$ cat config.mk
export PLATFORM = sky130hd
export DESIGN_NAME = gestor_solicitudes
export DESIGN_NICKNAME = d
export VERILOG_FILES = /design/src/rtl/gestor_solicitudes_pkg.sv /design/src/rtl/gestor_solicitudes_temporizador_puerta.sv /design/src/rtl/gestor_solicitudes.sv
export SDC_FILE = /design/constraint.sdc
export NUM_CORES = 1
export LEC_CHECK = 0
export CAP_MARGIN = 15
export CORE_MARGIN = 4
export CORE_UTILIZATION = 40
export DETAILED_ROUTE_END_ITERATION = 10
export DONT_BUFFER_PORTS = 1
export GPL_TIMING_DRIVEN = 0
export MAX_ROUTING_LAYER = met4
export SLEW_MARGIN = 5
export SYNTH_ARGS = -nofsm -noshare
export SYNTH_HDL_FRONTEND = slang
export SYNTH_SLANG_ARGS = --single-unit
$ cat constraint.sdc
create_clock -name clk -period 3.9 [get_ports clk]
set_input_delay 0.585 -clock clk [delete_from_list [all_inputs] [get_ports clk]]
set_output_delay 0.585 -clock clk [all_outputs]
set_load 0.01 [all_outputs]
$ cat src/rtl/gestor_solicitudes_pkg.sv
// Shared definitions for the elevator request manager: request bit map,
// state-word fields, door states and the floor masks used to clear requests.
package gestor_solicitudes_pkg;

  localparam int N_S      = 10;
  localparam int S_F1_UP  = 0;
  localparam int S_F2_DN  = 1;
  localparam int S_F2_UP  = 2;
  localparam int S_F3_DN  = 3;
  localparam int S_F3_UP  = 4;
  localparam int S_F4_DN  = 5;
  localparam int S_CAB_F1 = 6;
  localparam int S_CAB_F2 = 7;
  localparam int S_CAB_F3 = 8;
  localparam int S_CAB_F4 = 9;

  localparam int E_MOV     = 3;
  localparam int E_DIR     = 2;
  localparam int E_PISO_HI = 1;
  localparam int E_PISO_LO = 0;

  typedef enum logic [1:0] {
    CERRADA  = 2'd0,
    ABIERTA  = 2'd1,
    CERRANDO = 2'd2
  } puerta_e;

  function automatic int cnt_width(input int a, input int b);
    int m;
    int w;
    m = (a > b) ? a : b;
    w = $clog2(m);
    return (w < 1) ? 1 : w;
  endfunction

  // Requests served when stopping at a floor while travelling in a direction.
  function automatic logic [N_S-1:0] clr_mask(input logic [1:0] piso, input logic subiendo);
    logic [N_S-1:0] m;
    case (piso)
      2'd0:    m = 10'h041;
      2'd1:    m = subiendo ? 10'h084 : 10'h082;
      2'd2:    m = subiendo ? 10'h110 : 10'h108;
      2'd3:    m = 10'h220;
      default: m = 10'h000;
    endcase
    return m;
  endfunction

  function automatic logic [N_S-1:0] piso_mask(input logic [1:0] piso);
    logic [N_S-1:0] m;
    case (piso)
      2'd0:    m = 10'h041;
      2'd1:    m = 10'h086;
      2'd2:    m = 10'h118;
      2'd3:    m = 10'h220;
      default: m = 10'h000;
    endcase
    return m;
  endfunction

endpackage

$ cat src/rtl/gestor_solicitudes_temporizador_puerta.sv
// Door state machine: open for T_PUERTA cycles, close over T_CIERRE cycles,
// reopen to a full open interval whenever reabrir pulses.
module temporizador_puerta
  import gestor_solicitudes_pkg::*;
#(
  parameter int T_PUERTA = 50,
  parameter int T_CIERRE = 10
) (
  input  logic clk,
  input  logic rst_n,
  input  logic abrir,
  input  logic reabrir,
  output logic esperar
);

  localparam int CW = cnt_width(T_PUERTA, T_CIERRE);
  localparam logic [CW-1:0] CARGA_P = CW'(T_PUERTA - 1);
  localparam logic [CW-1:0] CARGA_C = CW'(T_CIERRE - 1);
  localparam logic [CW-1:0] UNO     = CW'(1);

  puerta_e       estado_q;
  logic [CW-1:0] cnt_q;
  logic          esperar_q;

  always_ff @(posedge clk) begin
    if (!rst_n) begin
      estado_q  <= CERRADA;
      cnt_q     <= '0;
      esperar_q <= 1'b0;
    end else begin
      case (estado_q)
        CERRADA: begin
          if (abrir) begin
            estado_q  <= ABIERTA;
            cnt_q     <= CARGA_P;
            esperar_q <= 1'b1;
          end
        end
        ABIERTA: begin
          if (reabrir) begin
            cnt_q <= CARGA_P;
          end else if (cnt_q == '0) begin
            estado_q <= CERRANDO;
            cnt_q    <= CARGA_C;
          end else begin
            cnt_q <= cnt_q - UNO;
          end
        end
        CERRANDO: begin
          if (reabrir) begin
            estado_q <= ABIERTA;
            cnt_q    <= CARGA_P;
          end else if (cnt_q == '0) begin
            estado_q  <= CERRADA;
            esperar_q <= 1'b0;
          end else begin
            cnt_q <= cnt_q - UNO;
          end
        end
        default: begin
          estado_q  <= CERRADA;
          cnt_q     <= '0;
          esperar_q <= 1'b0;
        end
      endcase
    end
  end

  assign esperar = esperar_q;

endmodule

$ cat src/rtl/gestor_solicitudes.sv
// Request register and door controller: latches button presses into s,
// clears the requests served on arrival and drives esperar via the door timer.
module gestor_solicitudes
  import gestor_solicitudes_pkg::*;
#(
  parameter int T_PUERTA = 50,
  parameter int T_CIERRE = 10
) (
  input  logic           clk,
  input  logic           rst_n,
  input  logic [N_S-1:0] botones,
  input  logic [3:0]     estado,
  output logic [N_S-1:0] s,
  output logic           esperar
);

  logic [N_S-1:0] s_q, s_d;
  logic           mov_prev_q, mov_prev_d;
  logic [N_S-1:0] clr;
  logic [N_S-1:0] locales;
  logic [1:0]     piso;
  logic           llegada;
  logic           abrir;
  logic           reabrir;
  logic           esperar_s;

  always_comb begin
    piso       = estado[E_PISO_HI:E_PISO_LO];
    locales    = piso_mask(piso);
    llegada    = mov_prev_q & ~estado[E_MOV];
    clr        = '0;
    abrir      = 1'b0;
    reabrir    = 1'b0;
    if (!esperar_s) begin
      // Arrival has priority over a request for the floor we are idling at.
      if (llegada) begin
        abrir = 1'b1;
        clr   = clr_mask(piso, estado[E_DIR]);
      end else if (!estado[E_MOV] && ((s_q | botones) & locales) != '0) begin
        abrir = 1'b1;
        clr   = locales;
      end else begin
        clr = '0;
      end
    end else begin
      // Current-floor presses while open only extend the door, never latch.
      if ((botones & locales) != '0) begin
        reabrir = 1'b1;
        clr     = botones & locales;
      end else begin
        clr = '0;
      end
    end
    s_d        = (s_q | botones) & ~clr;
    mov_prev_d = estado[E_MOV];
  end

  always_ff @(posedge clk) begin
    if (!rst_n) begin
      s_q        <= '0;
      mov_prev_q <= 1'b0;
    end else begin
      s_q        <= s_d;
      mov_prev_q <= mov_prev_d;
    end
  end

  temporizador_puerta #(
    .T_PUERTA (T_PUERTA),
    .T_CIERRE (T_CIERRE)
  ) u_puerta (
    .clk     (clk),
    .rst_n   (rst_n),
    .abrir   (abrir),
    .reabrir (reabrir),
    .esperar (esperar_s)
  );

  assign s       = s_q;
  assign esperar = esperar_s;

endmodule

==> summary.txt, run 1 <==
STA
  • Max Freq: 0.4973 GHz
  • Worst-margin pin slew: 0.6935 ns
  • Setup-failing EPs final: 0
  • Max-slew violations: 0
  • Final hold viol count: 0
  • Period utilization: 51.56%
  • Rel. slew slack: 53.37%
  • Unrepaired setup endpoints after global routing: no
  • Final min period: 2.011 ns
  • Final setup TNS: 0 ns
  • Hold slack: 0.4020 ns
  • Final WS setup: 1.889 ns
  • Skew final: 0.002335 ns

Clock network
  • CTS tree: yes
  • Hold_buf cts: 0
  • CTS buffer count: 3
  • H-tree depth: 1
  • Clock sink count: 20
  • Clk_lat worst skew: 0.30 ns
  • Root Driver: clkbuf_4
  • CTS clk-pin slew, worst paths: 0.11 ns
  • Post-CTS Setup Inserts: 0
  • CTS resizes: 0
  • Longest Clk Path Bufs: 2

Worst setup path
  • CP required: 4.10 ns
  • Reg2reg end: u_puerta.esperar
  • R2r startpoint: s[0]
  • Crit Path Category: register to register
  • Crit path DAT: 2.21 ns
  • CP Capture Type: register
  • CP endpoint: u_puerta.esperar
  • CP startpoint: s[0]
  • R2R cell count: 7
  • Critical-path cell list: or4_1 -> o2bb2ai_1 -> o41a_1 -> buf_6 -> a21oi_1 -> o32ai_1 -> and2_1
  • Startpoint types: register
  • Max stage delay cell, worst path: or4_1
  • CP peak stage delay: 0.48 ns
  • R2r setup slk: 1.89 ns
  • Critical path peak fanout: 10

Min path
  • Hold WC Path Type: primary input to register
  • Min-delay src: estado[3]

Drt
  • Drt total wl: 3.101 mm
  • Routed WL per cell: 16.76 µm
  • Final ANT Viol Nets: 0
  • Drc violations: 0
  • Drt via density: 6.141
  • Total number of vias: 1,136
  • Starting DRT DRC Count: 74
  • First-pass DRT Iterations: 4

Run
  • Max Cap Viol: 0

Synth
  • Post-synth EDFFs: 0
  • Commonest cells in the netlist: dfxtp_1, nor2_1, a21oi_1
  • Most used DFF post-synth: dfxtp_1
  • Yosys reg bits: 20
  • Syn_nets: 168
  • Asr flop ratio synth: 0%
  • Syn Inst Count: 151
  • Netlist cell types: 46
  • Most common cell in the netlist: dfxtp_1
  • Main area contributors after synthesis: dfxtp_1, a21oi_1, nor2_1, nand2_1, o21ai_0
  • Post-synthesis sequential area ratio: 33.83%
  • Post-synth top area cell: dfxtp_1
  • Post-Synthesis Cell Area: 0.001184 mm²
  • Post-synth top area share: 33.83%
  • Yosys warnings: 0
  • Post-Syn Area per Cell: 7.839 µm²

Placed design
  • HPWL Detailed: 2.282 mm
  • PortBufs: 0
  • Post-Place Cells: 182
  • RePlAce Congestion: 0.8740
  • Setup WS pre-CTS: 1.605 ns

Layout
  • Non-Filler Instances: 185
  • Nets: 173
  • Synth-to-Final Area Change: 5.179%
  • Fin util: 44.76%
  • Fill count: 288
  • Ant diodes: 0
  • Layout cells sized above 1: 12.34%

GRT
  • Global-route wire length before repair: 4.968 mm
  • All-Layer GR Usage: 15.70%
  • Initial antenna violation count: 0
  • GRT overflow: 0
  • Number of global-route vias before repair: 994
  • Largest net degree at the start of global routing: 11

Floorplan
  • Initial core utilization: 42.56%
  • Die H: 62.40 µm
  • FP Rows: 19
  • Boundary Pins: 27
  • Width of the die: 62.40 µm
  • CORE AREA: 0.002781 mm²
  • Die area: 0.003893 mm²

Pwr
  • LEAKAGE: 0.4840 nW
  • Pwr Density: 657.9 mW/mm²
  • Peak supply drop: 0.4053 mV

Outcome
  • Status: finished clean
-- sequential cells by signal, summed over array words and instances, names as in the netlist --
signal,flops
mov_prev_q,1
s,10
u_puerta.cnt_q,6
u_puerta.esperar,1
u_puerta.estado_q,2
-- where the power goes --
part	switching (mW)	total, mW	leakage [nW]	internal, mW
logic	0.259	0.428	0.304	0.169
registers	0.0432	0.292	0.166	0.248
clock network	0.0638	0.0997	0.0138	0.0360
-- placed cells by master (no fill, tap or decap), types with 2 or more instances in the layout --
master     instances
nand2_1           13
o32ai_1            3
o21a_1             2
o221a_2            4
nand3_1            4
inv_1              9
nor2_1            19
clkbuf_1           3
dfxtp_1           20
o2bb2ai_1          2
buf_2              4
nor3_1             3
o211ai_1           3
clkbuf_4           3
nand2b_1           3
nor4_1             2
and2_1             2
o21ai_0            9
a21oi_1           17
a211oi_1           2
-- area by class of cell --
class                           count  area, µm²  share of cell area, %
Multi-Input combinational cell    114      706.9                  56.78
Sequential cell                    20      400.4                  32.16
Buffer                              8      42.54                  3.417
Inverter                            9      33.78                  2.714
Tap cell                           31      38.79                  3.116
Clock buffer                        3      22.52                  1.809
-- critical path, delay by kind of cell (launching register included) --
kind | cells | cell delay, ns
AOI/OAI and AO/OA | 4 | 0.75
buffers and inverters | 1 | 0.16
DFF | 1 | 0.37
and+or+nand+nor | 2 | 0.65
-- cells by family (layout without fill, tap and decap cells) --
logic type	count (synthesis)	count (layout)	share of synthesized area [%]
buffers and inverters	17	20	6.448
DFF	20	20	33.83
xor gates and xnor gates	2	2	1.480
muxes	2	2	1.797
AOI/OAI and AO/OA	57	57	34.25
adders and majority gates	1	1	1.057
and+or+nand+nor	52	52	21.14
-- worst min-delay path by stage --
stage	endpoint	slack (ns)	cells after the start
floorplan	u_puerta.cnt_q[3]	0.47	2
global placement	u_puerta.cnt_q[3]	0.50	2
detailed placement	u_puerta.cnt_q[3]	0.50	2
CTS	mov_prev_q	0.39	1
global route	mov_prev_q	0.38	1
finish	mov_prev_q	0.40	1
-- metrics by stage --
stage	total power [mW]	area (µm²)
after floorplan	0.6263	1184
after global placement	0.7014	1222
after detailed placement	0.7184	1222
after CTS	0.8188	1245
after global routing	0.8887	1245
final	0.8191	1245
-- per-layer routing --
| metal | GRT usage [%] | wire length [µm] | up-vias |
|---|---|---|---|
| li1 | - | - | 561 |
| met2 | 21.63 | 1368 | 54 |
| met1 | 23.04 | 1451 | 519 |
| met4 | 1.592 | 14 | 0 |
| met5 | - | 0 | - |
| met3 | 5.036 | 266 | 2 |
(Power assumes the default switching activity.)
==> run 2, diff against run 1 <==
- clock period: 3.9 -> 1.75 ns (I/O delays scaled with it)
==> run 2 against run 1 <==
Effect of this change:
- the flow now finishes with violations (setup timing)
- global-route usage is 1.1 points higher
- worst hold slack lost 0.34 ns
- flip-flop and latch count unchanged
- combinational power increased by 140%
- sequential share of layout area fell by 2.1 points
- clock skew is 0.00085 ns lower
- wire length is 0.23% higher
- clock-buffer cell count stayed put
- first-iteration DRC count down 32%
- total power rose to 2.5 times the previous value
- non-clock buffer count grew 1
- register-to-register slack lost 2.1 ns
- highest routed layer unchanged
==> summary.txt, run 2 (synthesis gave the netlist of run 1 again) <==
Outcome
  • Status: finished with violations
  • Failing checks: setup timing

Clock network
  • H-tree depth: 1 (unchanged)
  • Hold_buf cts: 0 (unchanged)
  • Root Driver: clkbuf_4
  • CTS tree: yes
  • Longest Clk Path Bufs: 2 (unchanged)
  • CTS buffer count: 3 (unchanged)
  • CTS clk-pin slew, worst paths: 0.12 ns (about the same)
  • Clock sink count: 20 (unchanged)
  • Clk_lat worst skew: 0.31 ns (about the same)

STA
  • Worst-margin pin slew: 0.6559 ns (-0.03755 ns)
  • Period utilization: 112.3% (+61 points)
  • Final setup TNS: -2.481 ns (-2.481 ns)
  • Final hold viol count: 0 (unchanged)
  • Max Freq: 0.5089 GHz (+2.3%)
  • Setup-failing EPs final: 18 (+18)
  • Rel. slew slack: 55.90% (+2.5 points)
  • Final min period: 1.965 ns (-0.04581 ns)
  • Skew final: 0.001483 ns (-0.0008524 ns)
  • Final WS setup: -0.2152 ns (-2.104 ns)
  • Unrepaired setup endpoints after global routing: yes
  • Max-slew violations: 0 (unchanged)

Worst setup path
  • Critical path peak fanout: 7 (-3)
  • CP required: 1.97 ns (-2.13 ns)
  • R2R cell count: 6 (-1)
  • CP endpoint: u_puerta.cnt_q[0]
  • Max stage delay cell, worst path: or4_4
  • Startpoint types: register
  • Reg2reg end: u_puerta.cnt_q[0]
  • CP startpoint: s[0]
  • R2r startpoint: s[0]
  • CP peak stage delay: 0.48 ns (about the same)
  • CP Capture Type: register
  • Critical-path cell list: or4_4 -> o2bb2ai_2 -> o41a_1 -> o32a_4 -> o311a_1 -> o21a_1
  • CP delay by family, top: compound AO/OA/AOI/OAI gates
  • Crit Path Category: register to register
  • R2r setup slk: -0.22 ns (-2.10 ns)
  • Crit path depth: 6 (-1)
  • Buf/Inv on CP: 0 (-1)
  • Crit path DAT: 2.19 ns (-0.02 ns)

Floorplan
  • Die area: 0.003893 mm² (unchanged)
  • Boundary Pins: 27 (unchanged)
  • Die H: 62.40 µm (unchanged)
  • Initial core utilization: 42.56% (unchanged)
  • CORE AREA: 0.002781 mm² (unchanged)
  • Width of the die: 62.40 µm (unchanged)
  • FP Rows: 19 (unchanged)

Pwr
  • Switching Fraction: 41.21% (-3.4 points)
  • Final Power: 2.069 mW (+150%)
  • Peak supply drop: 0.7313 mV (+80%)
  • Pwr Density: 1547 mW/mm² (+140%)
  • Int Power: 1.216 mW (+170%)
  • Clock network fraction of total power: 18.8% (+6.6 points)
  • LEAKAGE: 0.5208 nW (+7.6%)
  • Net switching power figure: 0.8526 mW (+130%)
  • Flop pwr share: 31.4% (-4.2 points)
  • Logic gate share of total power: 49.8% (-2.4 points)

GRT
  • Initial antenna violation count: 0 (unchanged)
  • Largest net degree at the start of global routing: 13 (+2)
  • GRT overflow: 0 (unchanged)
  • Number of global-route vias before repair: 1,136 (+14%)
  • All-Layer GR Usage: 16.82% (+1.1 points)
  • Global-route wire length before repair: 5.368 mm (+8.1%)

Run
  • Max Cap Viol: 0 (unchanged)

Layout
  • Synth-to-Final Area Change: 13.00%
  • Leading cell type in the layout, fill and taps excluded: dfxtp_1
  • Layout cells sized above 1: 19.23% (+6.9 points)
  • Ant diodes: 0 (unchanged)
  • Max FFs per register: 10 (unchanged)
  • Fill count: 277 (-3.8%)
  • Design area: 0.001338 mm² (+7.4%)
  • Non-Filler Instances: 187 (+1.1%)
  • Most frequent cells in the layout: dfxtp_1, nor2_1, a21oi_1, nand2_1, inv_1
  • Nets: 174 (+0.58%)

Drt
  • Routed WL per cell: 16.62 µm (-0.85%)
  • Drt via density: 6.209 (+1.1%)
  • Drc violations: 0 (unchanged)
  • First-pass DRT Iterations: 4 (unchanged)
  • Total number of vias: 1,161 (+2.2%)
  • Drt total wl: 3.108 mm (+0.23%)
  • Final ANT Viol Nets: 0 (unchanged)
  • Starting DRT DRC Count: 50 (-32%)

Placed design
  • DP Area: 0.001241 mm² (+1.5%)
  • HPWL Detailed: 2.227 mm (-2.4%)
  • PortBufs: 0 (unchanged)
  • RePlAce Congestion: 0.8247 (-5.6%)
  • Post-Place Cells: 182 (unchanged)

Min path
  • Min-delay src: estado[3]
  • Hold WC Path Type: primary input to register
## run 2: changes by cell type in the layout (fill, tap and decap cells not counted), sizes merged
cell    delta
buf        +1
bufinv     +1
## run 2: area by class of cell
type                    count  area, µm²  area share (%)
well taps                  31      38.79           2.900
clock buffers               3      22.52           1.684
inverters                   9      33.78           2.526
plain buffers               8      43.79           3.274
multi-input cells         114      759.5           56.78
repair buffers              1      7.507          0.5613
flip-flops and latches     20      401.6           30.03
clock inverters             1      30.03           2.245
## run 2: per-layer routing
| metal | vias up | part of all wire (%) | wire (µm) | global-route usage [%] |
|---|---|---|---|---|
| li1 | 567 | - | - | - |
| met1 | 559 | 48 | 1479 | 21.88 |
| met2 | 29 | 45 | 1403 | 25.78 |
| met3 | 6 | 5.4 | 169 | 3.597 |
| met4 | 0 | 1.8 | 56 | 5.836 |
| met5 | - | 0 | 0 | - |
## run 2: power groups by stage
stage          combinational [mW]  sequential, mW  clock [mW]
2_1_floorplan               0.778           0.637           0
3_3_place_gp                0.926           0.656           0
3_5_place_dp                0.945           0.659           0
4_1_cts                      1.02           0.650       0.397
5_1_grt                      1.16           0.664       0.414
6_report                     1.03           0.650       0.390
## run 2: worst min-delay path by stage
stage | depth (start not counted) | slack [ns] | end
finish | 1 | 0.06 | mov_prev_q
global route | 1 | 0.05 | mov_prev_q
CTS | 1 | 0.06 | mov_prev_q
floorplan | 1 | 0.38 | mov_prev_q
global placement | 1 | 0.39 | mov_prev_q
detailed placement | 1 | 0.39 | mov_prev_q
## run 2: repair_timing
action                                  in CTS  in global routing
pin swaps                                    0                  1
resized for setup                           10                  0
setup buffers                                1                  0
endpoints found under the setup margin      18                 18
## run 2: metrics by stage
stage,setup WS [ns],utilization [%],hold WS [ns]
2_1_floorplan,-0.09715,-,0.3842
3_3_place_gp,-0.2198,44.62,0.3876
3_5_place_dp,-0.2196,44.62,0.3891
4_1_cts,-0.2195,48.09,0.05596
5_1_grt,-0.3168,48.09,0.04742
6_report,-0.2152,48.09,0.06296
